===== src/rtl/sindoku_grid_scan.sv =====
// sindoku_grid_scan: sweeps a 9x9 puzzle store in row-major order and
// reports filled/blank/invalid counts plus per-row full and row/column
// duplicate flags for the last completed sweep.
// Ports: Clk/Reset (async, active-high); Start/Auto control sweeps;
//   disp_i/disp_j address the store, disp_value returns the cell combinationally;
//   busy/done/cell_* expose scan progress; *_count and row_full/row_dup/col_dup
//   hold the committed results.
module sindoku_grid_scan (
   input  logic       Clk,
   input  logic       Reset,
   input  logic       Start,
   input  logic       Auto,
   output logic [4:0] disp_i,
   output logic [4:0] disp_j,
   input  logic [4:0] disp_value,
   output logic       busy,
   output logic       done,
   output logic       cell_valid,
   output logic [3:0] cell_row,
   output logic [3:0] cell_col,
   output logic [4:0] cell_value,
   output logic [6:0] filled_count,
   output logic [6:0] blank_count,
   output logic [6:0] invalid_count,
   output logic [8:0] row_full,
   output logic [8:0] row_dup,
   output logic [8:0] col_dup
);

   typedef enum logic [2:0] {
      IDLE = 3'b001,
      SCAN = 3'b010,
      DONE = 3'b100
   } state_t;

   state_t state, state_nxt;

   // working state for the sweep in progress
   logic [6:0] w_filled, w_blank, w_invalid;
   logic [8:0] w_row_full, w_row_dup, w_col_dup;
   logic [8:0] row_mask;
   logic [8:0] col_mask [9];

   // working state after folding in the cell being sampled this cycle
   logic [6:0] filled_nxt, blank_nxt, invalid_nxt;
   logic [8:0] row_full_nxt, row_dup_nxt, col_dup_nxt;
   logic [8:0] row_base, row_mask_nxt, col_mask_cur, digit_bit;
   logic [3:0] row_idx, col_idx;
   logic       is_blank, is_filled, is_invalid;
   logic       last_cell, enter_scan;

   assign row_idx   = disp_i[3:0];
   assign col_idx   = disp_j[3:0];
   assign last_cell = (disp_i == 5'd8) && (disp_j == 5'd8);

   always_comb begin
      state_nxt = state;
      case (state)
         IDLE:    if (Start) state_nxt = SCAN;
         SCAN:    if (last_cell) state_nxt = DONE;
         DONE:    state_nxt = (Auto || Start) ? SCAN : IDLE;
         default: state_nxt = IDLE;
      endcase
   end

   // Start while busy is ignored because SCAN only exits on the last cell
   assign enter_scan = (state != SCAN) && (state_nxt == SCAN);

   always_comb begin
      is_blank     = (disp_value == 5'd0);
      is_invalid   = (disp_value > 5'd9);
      is_filled    = !is_blank && !is_invalid;
      digit_bit    = is_filled ? (9'd1 << (disp_value[3:0] - 4'd1)) : 9'd0;
      // row mask restarts at column 0 without needing a separate clear cycle
      row_base     = (disp_j == 5'd0) ? 9'd0 : row_mask;
      row_mask_nxt = row_base | digit_bit;
      col_mask_cur = col_mask[col_idx];

      filled_nxt   = w_filled  + {6'd0, is_filled};
      blank_nxt    = w_blank   + {6'd0, is_blank};
      invalid_nxt  = w_invalid + {6'd0, is_invalid};

      row_dup_nxt  = w_row_dup;
      if (|(row_base & digit_bit)) row_dup_nxt[row_idx] = 1'b1;
      col_dup_nxt  = w_col_dup;
      if (|(col_mask_cur & digit_bit)) col_dup_nxt[col_idx] = 1'b1;
      row_full_nxt = w_row_full;
      if ((disp_j == 5'd8) && (row_mask_nxt == 9'h1FF)) row_full_nxt[row_idx] = 1'b1;
   end

   always_ff @(posedge Clk or posedge Reset) begin
      if (Reset) begin
         state         <= IDLE;
         disp_i        <= 5'd0;
         disp_j        <= 5'd0;
         w_filled      <= 7'd0;
         w_blank       <= 7'd0;
         w_invalid     <= 7'd0;
         w_row_full    <= 9'd0;
         w_row_dup     <= 9'd0;
         w_col_dup     <= 9'd0;
         row_mask      <= 9'd0;
         for (int k = 0; k < 9; k++) col_mask[k] <= 9'd0;
         filled_count  <= 7'd0;
         blank_count   <= 7'd0;
         invalid_count <= 7'd0;
         row_full      <= 9'd0;
         row_dup       <= 9'd0;
         col_dup       <= 9'd0;
      end else begin
         state <= state_nxt;
         if (enter_scan) begin
            disp_i     <= 5'd0;
            disp_j     <= 5'd0;
            w_filled   <= 7'd0;
            w_blank    <= 7'd0;
            w_invalid  <= 7'd0;
            w_row_full <= 9'd0;
            w_row_dup  <= 9'd0;
            w_col_dup  <= 9'd0;
            row_mask   <= 9'd0;
            for (int k = 0; k < 9; k++) col_mask[k] <= 9'd0;
         end else if (state == SCAN) begin
            w_filled          <= filled_nxt;
            w_blank           <= blank_nxt;
            w_invalid         <= invalid_nxt;
            w_row_full        <= row_full_nxt;
            w_row_dup         <= row_dup_nxt;
            w_col_dup         <= col_dup_nxt;
            row_mask          <= row_mask_nxt;
            col_mask[col_idx] <= col_mask_cur | digit_bit;
            if (last_cell) begin
               // commit uses the *_nxt values so cell (8,8) is included
               disp_i        <= 5'd0;
               disp_j        <= 5'd0;
               filled_count  <= filled_nxt;
               blank_count   <= blank_nxt;
               invalid_count <= invalid_nxt;
               row_full      <= row_full_nxt;
               row_dup       <= row_dup_nxt;
               col_dup       <= col_dup_nxt;
            end else if (disp_j == 5'd8) begin
               disp_j <= 5'd0;
               disp_i <= disp_i + 5'd1;
            end else begin
               disp_j <= disp_j + 5'd1;
            end
         end
      end
   end

   assign busy       = (state == SCAN);
   assign done       = (state == DONE);
   assign cell_valid = busy;
   assign cell_row   = disp_i[3:0];
   assign cell_col   = disp_j[3:0];
   assign cell_value = disp_value;

endmodule


===== config.mk =====
export PLATFORM = sky130hd
export DESIGN_NAME = sindoku_grid_scan
export DESIGN_NICKNAME = d
export VERILOG_FILES = /design/src/rtl/sindoku_grid_scan.sv
export SDC_FILE = /design/constraint.sdc
export NUM_CORES = 1
export LEC_CHECK = 0
export ABC_CLOCK_PERIOD_IN_PS = 7100
export BUFFER_PORTS_ARGS = -buffer_cell sky130_fd_sc_hd__buf_2
export CAP_MARGIN = 20
export CORE_ASPECT_RATIO = 0.7
export CORE_MARGIN = 4
export CORE_UTILIZATION = 54
export DETAILED_ROUTE_END_ITERATION = 10
export PLACE_DENSITY_LB_ADDON = 0.08
export RECOVER_POWER = 100
export SETUP_SLACK_MARGIN = 0.4
export SYNTH_ARGS = -nofsm -noshare
export SYNTH_HDL_FRONTEND = slang
export SYNTH_SLANG_ARGS = --single-unit

===== constraint.sdc =====
create_clock -name Clk -period 7.1 [get_ports Clk]
set_clock_uncertainty 0.1 [all_clocks]
set_input_delay 1.42 -clock Clk [delete_from_list [all_inputs] [get_ports Clk]]
set_output_delay 1.42 -clock Clk [all_outputs]
set_load 0.03 [all_outputs]

==> metrics, run 1 <==
initial antenna violation count 0; kind of end point of the critical path register; worst ir drop on vdd between 0.0001 and 0.00015 V; CTS root buf clkbuf_16; Int Power a little over 2000 uW; setup violators final 0; CP peak stage delay about 1.4 ns; Hold Violations, Final 0; first-pass GRT wire length approximately 38,000 microns; register area share after synthesis a little over half; Avg Synthesized Cell Area 10.4 sq um; Clk pwr share 33.0%; CP Launch Type register; post-CTS setup buffer count 0; Synth area leaders dfrtp_1 53%, o21ai_0 5.7%, nand3_1 4.9%; vias just over 7,000; FF+latch count, synth approximately 200; reg2reg setup slack 1.94 ns; Die ar. ~20,000 sq um; clock latency on the worst-skew pair between 0.4 and 0.5 ns; Ports between 80 and 90; die width between 150 and 200 microns; via-per-instance ratio just over 6; Post-CTS Hold Fix Bufs 0; Routed Antenna Nets 0; area leader, netlist dfrtp_1; Worst-Margin Slew 2.05 ns; Synthesis Warnings 0; die height 118 microns; Min Hold Slack roughly 0.39 ns; Slew HR -37.9%; post-synth net total roughly 900; Fin Setup TNS 0 ns; clk slew on worst S/H paths about 0.070 ns; pre-CTS setup slack between 3 and 4 ns; # fillers 1,462; final cycle utilization of the critical path between 70% and 80%; drt pass-1 iters 7; quantity of I/O buffers inserted on ports 82; Post-Syn Instances approximately 900; All-Layer GR Usage around a quarter; TritonCTS clock tree yes; outcome finished with violations; switching power between 1000 and 1500 uW; largest net degree at the start of global routing 200; area grow syn2layout 9.22%; crit-path most repeated cell clkbuf_1; WL final about 23,000 microns; # H-tree levels 4; worst hold path class register to register; TritonCTS Sinks approximately 200; FFs w/ async S/R, synth 100%; critical path required time between 7 and 8 ns; total CTS buffers 17; Final Net Count 960; Switching Fraction 36.1%; post-synth top area share 52.6%; Post-synth EDFFs 0; crit-path cells or3b_1 > clkbuf_1 > inv_1 > nand2_1 > nor3_2 > clkbuf_1 > mux2_2; initial drt markers around 570; Starting Density a little under three fifths; Netlist Area Pre-Place approximately 9400 sq um; Final Slew Violations ~150; Final min period slightly above 5 ns; Avg WL per Cell around 20 microns; PD cells 307 nW/um^2; GPL Wtd Cong 0.866; total core area 17,100 sq um; vias in the first global route between 6,000 and 7,000; CTS Buffer Depth 2; critical path data arrival time between 5 and 6 ns; cell with the most instances after synthesis dfrtp_1; RSZ-0062 raised after global routing no; fmax just under 200 MHz; total grt overflow 0; critical-path cell with the highest stage delay clkbuf_1; failing checks max-capacitance violations, max-slew violations; Primary FF master, synth dfrtp_1; antenna cells 0; crit path max fanout 48; # DRC 0; Max Cap Violations 4; Setup CP Type register to register; LEAKAGE between 0.004 and 0.005 uW; Seq pwr share 41.6%; # rows 40; count of cell types in the netlist 60; Comb power frac 25.4%; Post-synth top cells 198 x dfrtp_1, 108 x o21ai_0, 92 x nand3_1; Post-CTS Resized 0; DPL Wire Length 15,400 microns; layout cells sized above 1 7.26%; Final WS setup approximately 1.9 ns
[layer usage]
metal  track usage (%)  wire, microns
met5                 0              0
met4              5.98            333
met3              6.42           1700
met2              35.7          10400
met1              35.5          11000
[through the flow]
stage | util [%] | cells | area, sq um | total power, uW
6_report | 60.1 | 1181 | 10300 | 3160
3_5_place_dp | 57.3 | 1147 | 9800 | 2130
4_1_cts | 60.9 | 1179 | 10400 | 3170
2_1_floorplan | - | 903 | 9420 | 1910
3_3_place_gp | 57.3 | 1147 | 9800 | 2100
5_1_grt | 60.1 | 1181 | 10300 | 3310
[cells by family after synthesis]
group | count (synthesis) | synth area share (%)
AO/OA/AOI/OAI | 245 | 16.3
XOR/XNOR | 17 | 1.58
adder cells (fa/ha/maj) | 14 | 1.86
buffers and inverters | 85 | 4.52
flip-flops | 199 | 52.9
multiplexers | 68 | 8.09
AND/OR/NAND/NOR | 275 | 14.8
[path summary, 6_finish.rpt]
path | startpoint | end | cells after the start
setup / recovery | state[0] | filled_count[0] | 7
min in group asynchronous | Reset | col_mask[79] | 3
setup reg to reg | state[0] | filled_count[0] | 7
hold / removal | row_dup[0] | row_dup[0] | 1
max in group asynchronous | Reset | row_mask[1] | 3
hold reg to reg | row_dup[0] | row_dup[0] | 1
[power groups by stage]
stage	sequential, uW	clock (uW)	combinational [uW]
after floorplan	1310	0	604
final	1310	1040	803
after global placement	1330	0	773
after global routing	1320	1110	881
after detailed placement	1330	0	798
after CTS	1310	1060	801
[flip-flops by register name, indices dropped and copies added, names as in the netlist, 9 cells and up]
| name | cells |
|---|---|
| col_mask | 81 |
| col_dup | 9 |
| row_dup | 9 |
| row_full | 9 |
| row_mask | 9 |
| w_col_dup | 9 |
| w_row_dup | 9 |
| w_row_full | 9 |
[cells in the final DEF (no fill, tap or decap), types with 12 or more instances in the layout]
cell,count
mux2_1,18
o221ai_1,12
nand3_1,92
clkbuf_16,17
nand2_1,57
mux2i_1,30
nor2_1,62
o21ai_0,116
clkbuf_1,81
a31oi_1,13
a22o_1,19
ha_1,14
and3_1,12
a21oi_1,28
mux2_2,17
dfrtp_1,198
[critical path: cells and delay by family (launching register included)]
family	cells	cell delay, ns
flip-flops	1	0.42
buffers and inverters	3	3.16
AND/OR/NAND/NOR	3	0.86
multiplexers	1	0.44
[area by class of cell]
class,instances,area [sq um],share of cell area (%)
clock buffer,19,433,4.21
clock inverter,13,194,1.89
inverter,9,35.0,0.341
multi-input combinational,619,3970,38.6
sequential,199,4980,48.4
tap,231,289,2.81
timing repair buffer,91,380,3.70
No activity file was read; power rests on OpenSTA's default activity.
==> run 2, diff against run 1 <==
--- a/config.mk
+++ b/config.mk
@@ -5,12 +5,12 @@
 export SDC_FILE = /design/constraint.sdc
 export NUM_CORES = 1
 export LEC_CHECK = 0
-export ABC_CLOCK_PERIOD_IN_PS = 7100
+export ABC_CLOCK_PERIOD_IN_PS = 5400
 export BUFFER_PORTS_ARGS = -buffer_cell sky130_fd_sc_hd__buf_2
 export CAP_MARGIN = 20
 export CORE_ASPECT_RATIO = 0.7
 export CORE_MARGIN = 4
-export CORE_UTILIZATION = 54
+export CORE_UTILIZATION = 60
 export DETAILED_ROUTE_END_ITERATION = 10
 export PLACE_DENSITY_LB_ADDON = 0.08
 export RECOVER_POWER = 100
==> constraint.sdc (replaced) <==
create_clock -name Clk -period 5.4 [get_ports Clk]
set_clock_uncertainty 0.1 [all_clocks]
set_input_delay 1.08 -clock Clk [delete_from_list [all_inputs] [get_ports Clk]]
set_output_delay 1.08 -clock Clk [all_outputs]
set_load 0.03 [all_outputs]
==> run 2 against run 1 <==
Net effect:
- the flow still finishes with violations (max-capacitance violations, max-slew violations)
- power rose by 30%
- design area decreased by 0.43%
- first-iteration DRC count up 11%
- core utilization up 6.2 points
- via count increased by 0.41%
- critical path depth is the same
- non-clock buffer count is 1 higher
- sequential share of layout area is 0.21 points higher
- global-route usage grew 2.9 points
- final cell count down 2.5%
- routed wire length down 0.98%
- combinational power rose by 41%
- largest power group unchanged
- highest routed layer unchanged
==> metrics, run 2 (synthesis results as in run 1) <==
outcome finished with violations; failing checks max-capacitance violations, max-slew violations; Reg area 4980 sq um (unchanged); vias in the first global route 6,991 (+0.32%); kind of end point of the critical path register; worst ir drop on vdd 0.000256 V (+74%); Max Cap Violations 3 (-1); total CTS buffers 17 (unchanged); Largest Register col_mask; fmax 231 MHz (+19%); WL final 23,200 microns (-0.98%); antenna cells 0 (unchanged); Final WS setup 1.07 ns (-0.871 ns); Post-CTS Resized 0 (unchanged); most common library cell in the layout ignoring fill and taps dfrtp_1; GPL Wtd Cong 0.909 (+4.9%); Routed Antenna Nets 0 (unchanged); post-CTS setup buffer count 0 (unchanged); critical-path cell with the highest stage delay clkbuf_1; die height 113 microns (-4.8%); Largest register FFs 81 (unchanged); Pwr Total 4100 uW (+30%); Avg WL per Cell 20.2 microns (+1.6%); initial antenna violation count 0 (unchanged); Final Net Count 961 (+0.10%); die width 158 microns (-4.9%); Post-Route Utilization 66.3% (+6.2 points); Worst-Margin Slew 3.21 ns (+1.16 ns); Slew HR -114% (-76 points); total grt overflow 0 (unchanged); CP peak stage delay 1.72 ns (+0.29 ns); critical path required time 5.58 ns (-1.74 ns); RSZ-0062 raised after global routing no; clock latency on the worst-skew pair 0.44 ns (about the same); # H-tree levels 4 (unchanged); Post-CTS Hold Fix Bufs 0 (unchanged); Setup crit start disp_j[0]; pre-CTS setup slack 2.08 ns (-1.33 ns); LEAKAGE 0.00444 uW (about the same); DPL Wire Length 15,100 microns (-1.7%); Starting Density 60.9% (+5.9 points); most frequent cells in the layout 198 x dfrtp_1, 115 x o21ai_0, 92 x nand3_1; total core area 15,500 sq um (-9.7%); crit path max fanout 40 (-17%); CTS root buf clkbuf_16; via-per-instance ratio 6.31 (+3.0%); final cycle utilization of the critical path 80.2% (+7.5 points); Final Slew Violations 222 (+50%); # DRC 0 (unchanged); min-delay src row_dup[1]; CTS Buffer Depth 2 (unchanged); multi-input logic area 3980 sq um (+0.25%); worst hold path class register to register; CP Launch Type register; setup violators final 0 (unchanged); PD cells 400 nW/um^2 (+30%); clk slew on worst S/H paths 0.07 ns (about the same); drt pass-1 iters 5 (-2); layout cells sized above 1 8.10% (+0.83 points); initial drt markers 637 (+11%); vias 7,263 (+0.41%); critical path data arrival time 4.51 ns (-0.87 ns); Die ar. 17,800 sq um (-9.4%); largest net degree at the start of global routing 132 (-34%); area grow syn2layout 8.76%; Ports 83 (unchanged); Setup CP Type register to register; reg2reg start disp_j[0]; # rows 38 (-5.0%); TritonCTS Sinks 199 (unchanged); quantity of I/O buffers inserted on ports 82 (unchanged); All-Layer GR Usage 26.9% (+2.9 points); crit-path cells clkbuf_1 > mux4_2 > a22o_1 > o21ai_0 > o31ai_1 > nor4_4 > a41oi_1; Final min period 4.33 ns (-0.829 ns); Fin Setup TNS 0 ns (unchanged); TritonCTS clock tree yes; # fillers 1,237 (-15%); Hold Violations, Final 0 (unchanged); first-pass GRT wire length 37,800 microns (-0.53%)
## run 2: cell count changes in the layout (fill, tap and decap cells not counted), sizes merged
cell,before,now
buf,12,16
clkbuf,98,94
clkinvlp,1,4
bufinv,4,2
clkinv,5,4
inv,12,13
## run 2: layout make-up
cell class,instances,area share [%]
clock inverters,14,1.65
clock buffers,18,4.19
repair buffers,92,3.85
well taps,200,2.44
inverters,9,0.342
flip-flops and latches,199,48.6
multi-input cells,619,38.9
## run 2: metrics by stage
step | std cells | hold WS (ns) | area, sq um
after global placement | 1117 | 0.362 | 9780
after floorplan | 903 | 0.357 | 9420
final | 1151 | 0.386 | 10200
after global routing | 1151 | 0.409 | 10200
after detailed placement | 1117 | 0.372 | 9780
after CTS | 1149 | 0.388 | 10400
## run 2: worst paths after layout
| kind | to | slack (ns) | depth (start not counted) |
|---|---|---|---|
| max reg2reg | col_dup[8] | 1.07 | 7 |
| max | col_dup[8] | 1.07 | 7 |
| max in group asynchronous | col_dup[5] | 1.55 | 3 |
| min reg2reg | row_dup[1] | 0.39 | 1 |
| min | row_dup[1] | 0.39 | 1 |
| min in group asynchronous | col_mask[78] | 0.82 | 3 |
## run 2: metal layers
| layer | global-route usage, % | vias up | part of all wire [%] | wire [microns] |
|---|---|---|---|---|
| met5 | 0 | - | 0 | 0 |
| met4 | 5.85 | 0 | 0.93 | 215 |
| met3 | 7.49 | 16 | 7.1 | 1660 |
| met2 | 38.7 | 258 | 44 | 10200 |
| met1 | 41.2 | 3662 | 48 | 11100 |
| li1 | - | 3327 | - | - |
## run 2: where the power goes
part,internal [uW],switching [uW],total [uW]
clock network,698,612,1310
registers,1590,79.3,1670
logic,288,837,1130
## run 2: worst max-delay path: cells and delay by family (launching register included)
| kind | cells | cell delay (ns) |
|---|---|---|
| buffers and inverters | 1 | 1.72 |
| AOI/OAI and AO/OA | 4 | 0.78 |
| muxes | 1 | 0.69 |
| and+or+nand+nor | 1 | 0.51 |
| DFF | 1 | 0.35 |
==> run 3, diff against run 2 <==
--- a/config.mk
+++ b/config.mk
@@ -5,7 +5,7 @@
 export SDC_FILE = /design/constraint.sdc
 export NUM_CORES = 1
 export LEC_CHECK = 0
-export ABC_CLOCK_PERIOD_IN_PS = 5400
+export ABC_CLOCK_PERIOD_IN_PS = 4400
 export BUFFER_PORTS_ARGS = -buffer_cell sky130_fd_sc_hd__buf_2
 export CAP_MARGIN = 20
 export CORE_ASPECT_RATIO = 0.7
==> constraint.sdc (replaced) <==
create_clock -name Clk -period 4.4 [get_ports Clk]
set_clock_uncertainty 0.1 [all_clocks]
set_input_delay 0.88 -clock Clk [delete_from_list [all_inputs] [get_ports Clk]]
set_output_delay 0.88 -clock Clk [all_outputs]
set_load 0.03 [all_outputs]
==> run 3 against run 2 <==
Net effect:
- the run still ends with max-capacitance violations, max-slew violations left
- count of clock-buffer cells in the layout unchanged
- setup slack got worse by 0.35 ns
- final cell count increased by 0.43%
- via count decreased by 0.30%
- critical path type unchanged
- critical endpoint is now row_full[3]
- core utilization decreased by 0.073 points
==> metrics, run 3 (synthesis results as in run 1) <==
# H-tree levels 4 (unchanged); die height 113 microns (unchanged); Comb power frac 27.1% (-0.3 points); first-pass GRT wire length 38,100 microns (+0.86%); worst ir drop on vdd 0.000257 V (+0.38%); Avg WL per Cell 19.7 microns (-2.2%); Setup CP Type register to register; critical path required time 4.63 ns (-0.95 ns); Routed Antenna Nets 0 (unchanged); Fin Setup TNS 0 ns (unchanged); Largest Register col_mask; Switching Fraction 37.7% (+0.41 points); most frequent cells in the layout 198 x dfrtp_1, 115 x o21ai_0, 92 x nand3_1; Hold Violations, Final 0 (unchanged); initial drt markers 606 (-4.9%); Largest register FFs 81 (unchanged); failing checks max-capacitance violations, max-slew violations; most common library cell in the layout ignoring fill and taps dfrtp_1; DPL Wire Length 15,500 microns (+2.8%); Ports 83 (unchanged); via-per-instance ratio 6.26 (-0.73%); CP Launch Type register; largest net degree at the start of global routing 100 (-24%); Worst-Margin Slew 1.89 ns (-1.32 ns); PD cells 478 nW/um^2 (+19%); clock latency on the worst-skew pair 0.44 ns (about the same); Starting Density 60.9% (unchanged); initial antenna violation count 0 (unchanged); # fillers 1,257 (+1.6%); Final min period 3.68 ns (-0.651 ns); total CTS buffers 17 (unchanged); Post-CTS Resized 0 (unchanged); # DRC 0 (unchanged); critical path data arrival time 3.91 ns (-0.60 ns); WL final 22,800 microns (-1.8%); CTS root buf clkbuf_16; LEAKAGE 0.00446 uW (+0.49%); total core area 15,500 sq um (unchanged); Final Slew Violations 54 (-76%); final cycle utilization of the critical path 83.7% (+3.4 points); vias 7,241 (-0.30%); crit-path cells inv_1 > ha_1 > or4bb_1 > nor3_1 > clkbuf_1 > mux2_2; Post-CTS Hold Fix Bufs 0 (unchanged); Max Cap Violations 2 (-1); Reg area 4980 sq um (unchanged); TritonCTS clock tree yes; Clk pwr share 30.2% (-1.7 points); setup violators final 0 (unchanged); kind of end point of the critical path register; Seq pwr share 42.8% (+2.2 points); layout cells sized above 1 8.16% (+0.062 points); die width 158 microns (unchanged); vias in the first global route 7,114 (+1.8%); clk slew on worst S/H paths 0.08 ns (about the same); TritonCTS Sinks 199 (unchanged); multi-input logic area 3990 sq um (+0.35%); worst hold path class register to register; quantity of I/O buffers inserted on ports 82 (unchanged); RSZ-0062 raised after global routing no; GPL Wtd Cong 0.926 (+2.0%); Post-Route Utilization 66.2% (-0.073 points); outcome finished with violations; CP peak stage delay 0.73 ns (-0.99 ns); crit path max fanout 17 (-57%); Int Power 3050 uW (+18%); fmax 272 MHz (+18%); post-CTS setup buffer count 0 (unchanged); Die ar. 17,800 sq um (unchanged); CTS Buffer Depth 2 (unchanged); switching power 1840 uW (+20%); antenna cells 0 (unchanged); All-Layer GR Usage 27.0% (+0.11 points); Final Net Count 967 (+0.62%); Slew HR -27.6% (+87 points); area grow syn2layout 8.64%; drt pass-1 iters 5 (unchanged); total grt overflow 0 (unchanged); # rows 38 (unchanged); critical-path cell with the highest stage delay clkbuf_1
run 3: final cells by class:
class	instances	share of cell area [%]
flip-flops and latches	199	48.7
multi-input cells	619	39.1
clock buffers	18	4.20
repair buffers	98	4.15
well taps	200	2.45
clock inverters	13	1.11
inverters	9	0.343
run 3: through the flow:
stage / worst slack [ns] / instances / hold slack (ns) / total power, uW / cell area [sq um]
floorplan: 0.846 / 903 / 0.357 / 3080 / 9420
global placement: 1.22 / 1125 / 0.363 / 3420 / 9840
detailed placement: 1.07 / 1125 / 0.370 / 3460 / 9840
CTS: 1.07 / 1156 / 0.386 / 4920 / 10400
global route: 0.501 / 1156 / 0.413 / 5140 / 10200
finish: 0.719 / 1156 / 0.383 / 4890 / 10200
run 3: power by group through the flow:
| stage | clock, uW | combinational, uW | sequential (uW) |
|---|---|---|---|
| 5_1_grt | 1580 | 1450 | 2110 |
| 4_1_cts | 1490 | 1340 | 2090 |
| 2_1_floorplan | 0 | 975 | 2110 |
| 6_report | 1470 | 1320 | 2090 |
| 3_3_place_gp | 0 | 1310 | 2110 |
| 3_5_place_dp | 0 | 1330 | 2120 |
run 3: worst paths after layout:
| kind | cells after the start | to | from | slack [ns] |
|---|---|---|---|---|
| setup / recovery | 6 | row_full[3] | disp_j[1] | 0.72 |
| hold / removal | 1 | row_dup[3] | row_dup[3] | 0.38 |
| setup reg to reg | 6 | row_full[3] | disp_j[1] | 0.72 |
| hold reg to reg | 1 | row_dup[3] | row_dup[3] | 0.38 |
| max in group asynchronous | 3 | w_col_dup[7] | Reset | 1.42 |
| min in group asynchronous | 2 | w_blank[6] | Reset | 0.71 |
run 3: per-layer routing:
metal	vias up	share of wire [%]	global-route usage [%]
met5	-	0	0
met4	0	0.84	5.85
met3	16	7.1	6.31
met2	277	45	40.3
met1	3610	47	41.0
li1	3338	-	-
run 3: critical path: cells and delay by family (launching register included):
kind | cells | cell delay [ns]
buf+inv | 2 | 1.17
simple gates | 2 | 0.94
flops | 1 | 0.61
mux | 1 | 0.41
fa+ha+maj | 1 | 0.35
